`src/rtl/div_unit.sv`:
```
// div_unit: iterative 32-bit radix-2 restoring divider (DIV/DIVU) for the
// execute stage. Each accepted request takes 32 CALC cycles, then one SIGN
// cycle, then one DONE cycle. Quotient goes to LO and remainder goes to HI.
module div_unit (
  input  logic        clk,
  input  logic        resetn,
  input  logic        div_req,
  input  logic        div_signed,
  input  logic [31:0] div_dividend,
  input  logic [31:0] div_divisor,
  input  logic        div_cancel,
  output logic        div_busy,
  output logic        div_done,
  output logic [31:0] div_lo,
  output logic [31:0] div_hi
);

  typedef enum logic [1:0] {
    ST_IDLE = 2'd0,
    ST_CALC = 2'd1,
    ST_SIGN = 2'd2,
    ST_DONE = 2'd3
  } state_e;

  state_e      state_q, state_d;
  // The dividend shifts out MSB first while quotient bits shift in at the
  // LSB, so this register holds Q once the last iteration is done.
  logic [31:0] quo_q, quo_d;
  logic [31:0] rem_q, rem_d;
  logic [31:0] dvs_q, dvs_d;
  logic [31:0] lo_q, lo_d;
  logic [31:0] hi_q, hi_d;
  logic [4:0]  cnt_q, cnt_d;
  logic        sgnq_q, sgnq_d;
  logic        sgnr_q, sgnr_d;

  logic [31:0] abs_a, abs_b;
  logic [32:0] trial;

  // Operand magnitudes. Negating 0x80000000 gives 0x80000000, which is then
  // read as an unsigned magnitude.
  always_comb begin
    abs_a = (div_signed & div_dividend[31]) ? (32'd0 - div_dividend) : div_dividend;
    abs_b = (div_signed & div_divisor[31])  ? (32'd0 - div_divisor)  : div_divisor;
  end

  // Trial subtraction: shifted partial remainder minus the divisor magnitude.
  // R stays below the divisor (or is at most 31 bits wide when the divisor
  // is 0), so bit 32 is the correct sign of the difference.
  always_comb begin
    trial = {rem_q, quo_q[31]} - {1'b0, dvs_q};
  end

  // Next-state, datapath and result logic.
  always_comb begin
    state_d = state_q;
    quo_d   = quo_q;
    rem_d   = rem_q;
    dvs_d   = dvs_q;
    lo_d    = lo_q;
    hi_d    = hi_q;
    cnt_d   = cnt_q;
    sgnq_d  = sgnq_q;
    sgnr_d  = sgnr_q;
    unique case (state_q)
      ST_IDLE: begin
        if (div_req && !div_cancel) begin
          state_d = ST_CALC;
          sgnq_d  = div_signed & (div_dividend[31] ^ div_divisor[31]);
          sgnr_d  = div_signed & div_dividend[31];
          quo_d   = abs_a;
          dvs_d   = abs_b;
          rem_d   = 32'd0;
          cnt_d   = 5'd0;
        end
      end
      ST_CALC: begin
        if (div_cancel) begin
          state_d = ST_IDLE;
        end else begin
          if (!trial[32]) begin
            rem_d = trial[31:0];
            quo_d = {quo_q[30:0], 1'b1};
          end else begin
            rem_d = {rem_q[30:0], quo_q[31]};
            quo_d = {quo_q[30:0], 1'b0};
          end
          cnt_d = cnt_q + 5'd1;
          if (cnt_q == 5'd31) begin
            state_d = ST_SIGN;
          end
        end
      end
      ST_SIGN: begin
        if (div_cancel) begin
          state_d = ST_IDLE;
        end else begin
          lo_d    = sgnq_q ? (32'd0 - quo_q) : quo_q;
          hi_d    = sgnr_q ? (32'd0 - rem_q) : rem_q;
          state_d = ST_DONE;
        end
      end
      ST_DONE: begin
        state_d = ST_IDLE;
      end
      default: begin
        state_d = ST_IDLE;
      end
    endcase
  end

  // State and datapath registers. Reset clears the whole divider at once.
  always_ff @(posedge clk or negedge resetn) begin
    if (!resetn) begin
      state_q <= ST_IDLE;
      quo_q   <= 32'd0;
      rem_q   <= 32'd0;
      dvs_q   <= 32'd0;
      lo_q    <= 32'd0;
      hi_q    <= 32'd0;
      cnt_q   <= 5'd0;
      sgnq_q  <= 1'b0;
      sgnr_q  <= 1'b0;
    end else begin
      state_q <= state_d;
      quo_q   <= quo_d;
      rem_q   <= rem_d;
      dvs_q   <= dvs_d;
      lo_q    <= lo_d;
      hi_q    <= hi_d;
      cnt_q   <= cnt_d;
      sgnq_q  <= sgnq_d;
      sgnr_q  <= sgnr_d;
    end
  end

  // All outputs are taken directly from registered state.
  always_comb begin
    div_busy = (state_q != ST_IDLE);
    div_done = (state_q == ST_DONE);
    div_lo   = lo_q;
    div_hi   = hi_q;
  end

endmodule

```
`config.mk`:
```
export PLATFORM = sky130hd
export DESIGN_NAME = div_unit
export DESIGN_NICKNAME = d
export VERILOG_FILES = /design/src/rtl/div_unit.sv
export SDC_FILE = /design/constraint.sdc
export NUM_CORES = 1
export LEC_CHECK = 0
export ABC_CLOCK_PERIOD_IN_PS = 3800
export CORE_MARGIN = 4
export CORE_UTILIZATION = 50
export DETAILED_ROUTE_END_ITERATION = 16
export PLACE_DENSITY = 0.73
export SYNTH_ARGS = -nofsm -noshare
export SYNTH_HDL_FRONTEND = slang
export SYNTH_SLANG_ARGS = --single-unit
```
`constraint.sdc`:
```
create_clock -name clk -period 3.8 [get_ports clk]
set_clock_uncertainty 0.05 [all_clocks]
set_input_delay 0.76 -clock clk [delete_from_list [all_inputs] [get_ports clk]]
set_output_delay 0.76 -clock clk [all_outputs]
set_load 0.01 [all_outputs]
```
==> out/qor.yml <==
clock_tree:
  worstSkewPairLatency_ns: 0.43
  cts_setup_buffers: 0
  clock_sinks: 169
  cts.reportedPaths.clkPinSlew_ns: 0.07
  numCtsBuffers: 17
  holdBufCountCts: 0
  clockRootBuffer: "clkbuf_16"
  cts_resized: 0
  clk_path_buf_depth: 2
  cts_tree: "yes"
  htree_levels: 4
global_routing:
  grt_usage: 0.234
  grt_pass1_vias: 9189
  grt_antenna_before_repair: 0
  gr-total-overflow: 0
  grt_pass1_wl_um: 46600
  grt_max_degree: 70
floorplan:
  dieArea_um2: 24500
  die_h_um: 157
  ios: 135
  start_util: 0.507
  fp.dieW_um: 157
  num_rows: 54
  core_area_um2: 21800
sta:
  fmax_ghz: 0.286
  fin_crit_sh: 0.919
  worstMarginPinSlew_ns: 1.06
  rsz0062_at_grt: "false"
  setup_viol: 0
  hold_viol: 0
  final-max-slew-violation-count: 0
  fin_setup_tns_ns: 0
  maxSlewHeadroom: 0.292
  timing.final.crit_period_ns: 3.49
synth:
  synth.avg_cell_area_um2: 8.30
  synth_cell_types: 61
  async_flop_share: 1.00
  ys_seq_area_frac: 0.383
  synth_seq_cells: 169
  yosys_warnings: 0
  synth-edff-count: 0
  synth_area_um2: 11000
  synth_cells: 1330
  syn_nets: 1438
  synth_ff_type: "dfrtp_1"
worst_setup_path:
  cp.required_ns: 4.06
  arrival_ns: 3.75
  start_kind: "flop"
  crit_path_end_kind: "flop"
  critical_path_class: "flop to flop"
  cp_max_fo: 6
placed_design:
  place_inst: 1713
  port_buffers: 134
  detailed_place_hpwl_um: 21500
  gp_congestion: 0.914
outcome:
  status: "finished, final reports clean"
drt:
  num_vias: 9960
  first_pass_iters: 8
  wl_per_cell_um: 16.2
  ant_nets: 0
  drt_iter0_drc: 737
  drc: 0
  viasPerCell: 5.71
  wl_um: 28200
final_layout:
  fill_cells: 1936
  mostFrequentLayoutCells: "dfrtp_1, a21oi_1, nand2_1"
  final_common_cell: "dfrtp_1"
  drive_gt1_frac: 0.0594
  area_growth_pct: 21.9
  postLayoutCoreUtil: 0.618
  nets: 1560
  fin_cells: 1745
  n_antenna_cell: 0
power:
  swShare: 0.430
  p_int_mw: 5.41
  power_density_nw_per_um2: 706
  vdd_ir_drop_max_uv: 420
  p_leak_nw: 5.83
  pwr-share-comb: 0.521
  switchingPower_mw: 4.08
  clkPwrFrac: 0.194
  pwr-share-seq: 0.285
run:
  max_cap_viol_count: 0
hold_path:
  hold_class: "input port to async pin"
==> sequential cells by signal (all words and copies together), names as in the netlist <==
signal and cells:
quo_q 32, sgnr_q 1, sgnq_q 1, div_hi 32, div_lo 32, rem_q 32
dvs_q 32, state_q 2, cnt_q 5
==> critical path, stage by stage (launching register included) <==
cell and delay [ns]:
dfrtp_1 0.49, or4_1 0.60, or2_1 0.26, or3_4 0.39
or3_4 0.36, or3_4 0.36, or3_4 0.38, o31ai_4 0.18
xor2_1 0.21, a21oi_1 0.09
==> power groups by stage <==
stage	sequential [mW]	combinational, mW	clock (mW)
after floorplan	2.58	3.57	0
after global placement	2.69	4.79	0
after detailed placement	2.71	4.86	0
after CTS	2.68	4.91	1.87
after global routing	2.75	5.52	1.95
final	2.71	4.94	1.84
==> metrics by stage <==
stage | setup slack (ns) | power [mW] | hold slack [ns] | area, um2
2_1_floorplan | 0.472 | 6.15 | 0.400 | 11000
4_1_cts | 0.315 | 9.46 | 0.256 | 13500
5_1_grt | 0.0592 | 10.2 | 0.270 | 13500
3_5_place_dp | 0.110 | 7.57 | 0.420 | 12800
6_report | 0.309 | 9.49 | 0.236 | 13500
3_3_place_gp | 0.204 | 7.48 | 0.413 | 12800
==> kinds of logic after synthesis <==
family / after synthesis / share of synthesized area
flip-flops: 169 / 0.383
buffers and inverters: 125 / 0.0425
XOR/XNOR: 144 / 0.114
adder cells (fa/ha/maj): 39 / 0.0449
AO/OA/AOI/OAI: 420 / 0.226
multiplexers: 17 / 0.0156
AND/OR/NAND/NOR: 416 / 0.174
==> metal layers <==
layer,up-vias,part of all wire,track usage
li1,4952,-,-
met1,4680,0.49,0.363
met2,301,0.43,0.345
met3,27,0.065,0.0315
met4,0,0.014,0.0570
met5,-,0,0
==> worst paths after layout <==
check                          from          to  slack [ns]  cells after the start
max in group asynchronous    resetn  div_lo[20]        2.48                      2
min in group clk           dvs_q[5]    dvs_q[5]        0.43                      2
min reg2reg                dvs_q[5]    dvs_q[5]        0.43                      2
max                        rem_q[9]  div_hi[31]        0.31                      9
max reg2reg                rem_q[9]  div_hi[31]        0.31                      9
min                          resetn   div_lo[9]        0.24                      1
==> Yosys cell counts, drive strengths merged, types with 3 or more instances <==
library cell,number,share of area
xnor2,56,0.044
nand2b,14,0.0079
or2,4,0.0023
inv,56,0.019
ha,38,0.043
or3,22,0.014
a21oi,158,0.072
a21o,15,0.010
buf,5,0.0017
clkbuf,64,0.022
o21a,3,0.0020
nor3,20,0.0091
nor4,11,0.0068
nand4,6,0.0034
and2,7,0.0040
o21ai,133,0.060
mux2i,15,0.014
nand3,27,0.012
or4,8,0.0054
a211oi,6,0.0041
a32oi,7,0.0056
nor2b,11,0.0062
o31ai,30,0.023
o211ai,6,0.0041
dfrtp,169,0.38
o41ai,12,0.0095
o311ai,14,0.011
a31oi,15,0.0085
xor2,88,0.070
a21boi,4,0.0027
nand2,141,0.048
nor2,133,0.045
and4,3,0.0024
==> layout make-up <==
type / instances / area (um2) / share of cell area
Multi-Input combinational cell: 1036 / 6370 / 0.474
Sequential cell: 169 / 4230 / 0.314
Timing Repair Buffer: 172 / 1670 / 0.124
Clock buffer: 18 / 439 / 0.0327
Tap cell: 280 / 350 / 0.0260
Inverter: 56 / 210 / 0.0156
Clock inverter: 14 / 183 / 0.0136
Note: power is estimated with default switching activity, not from simulation.
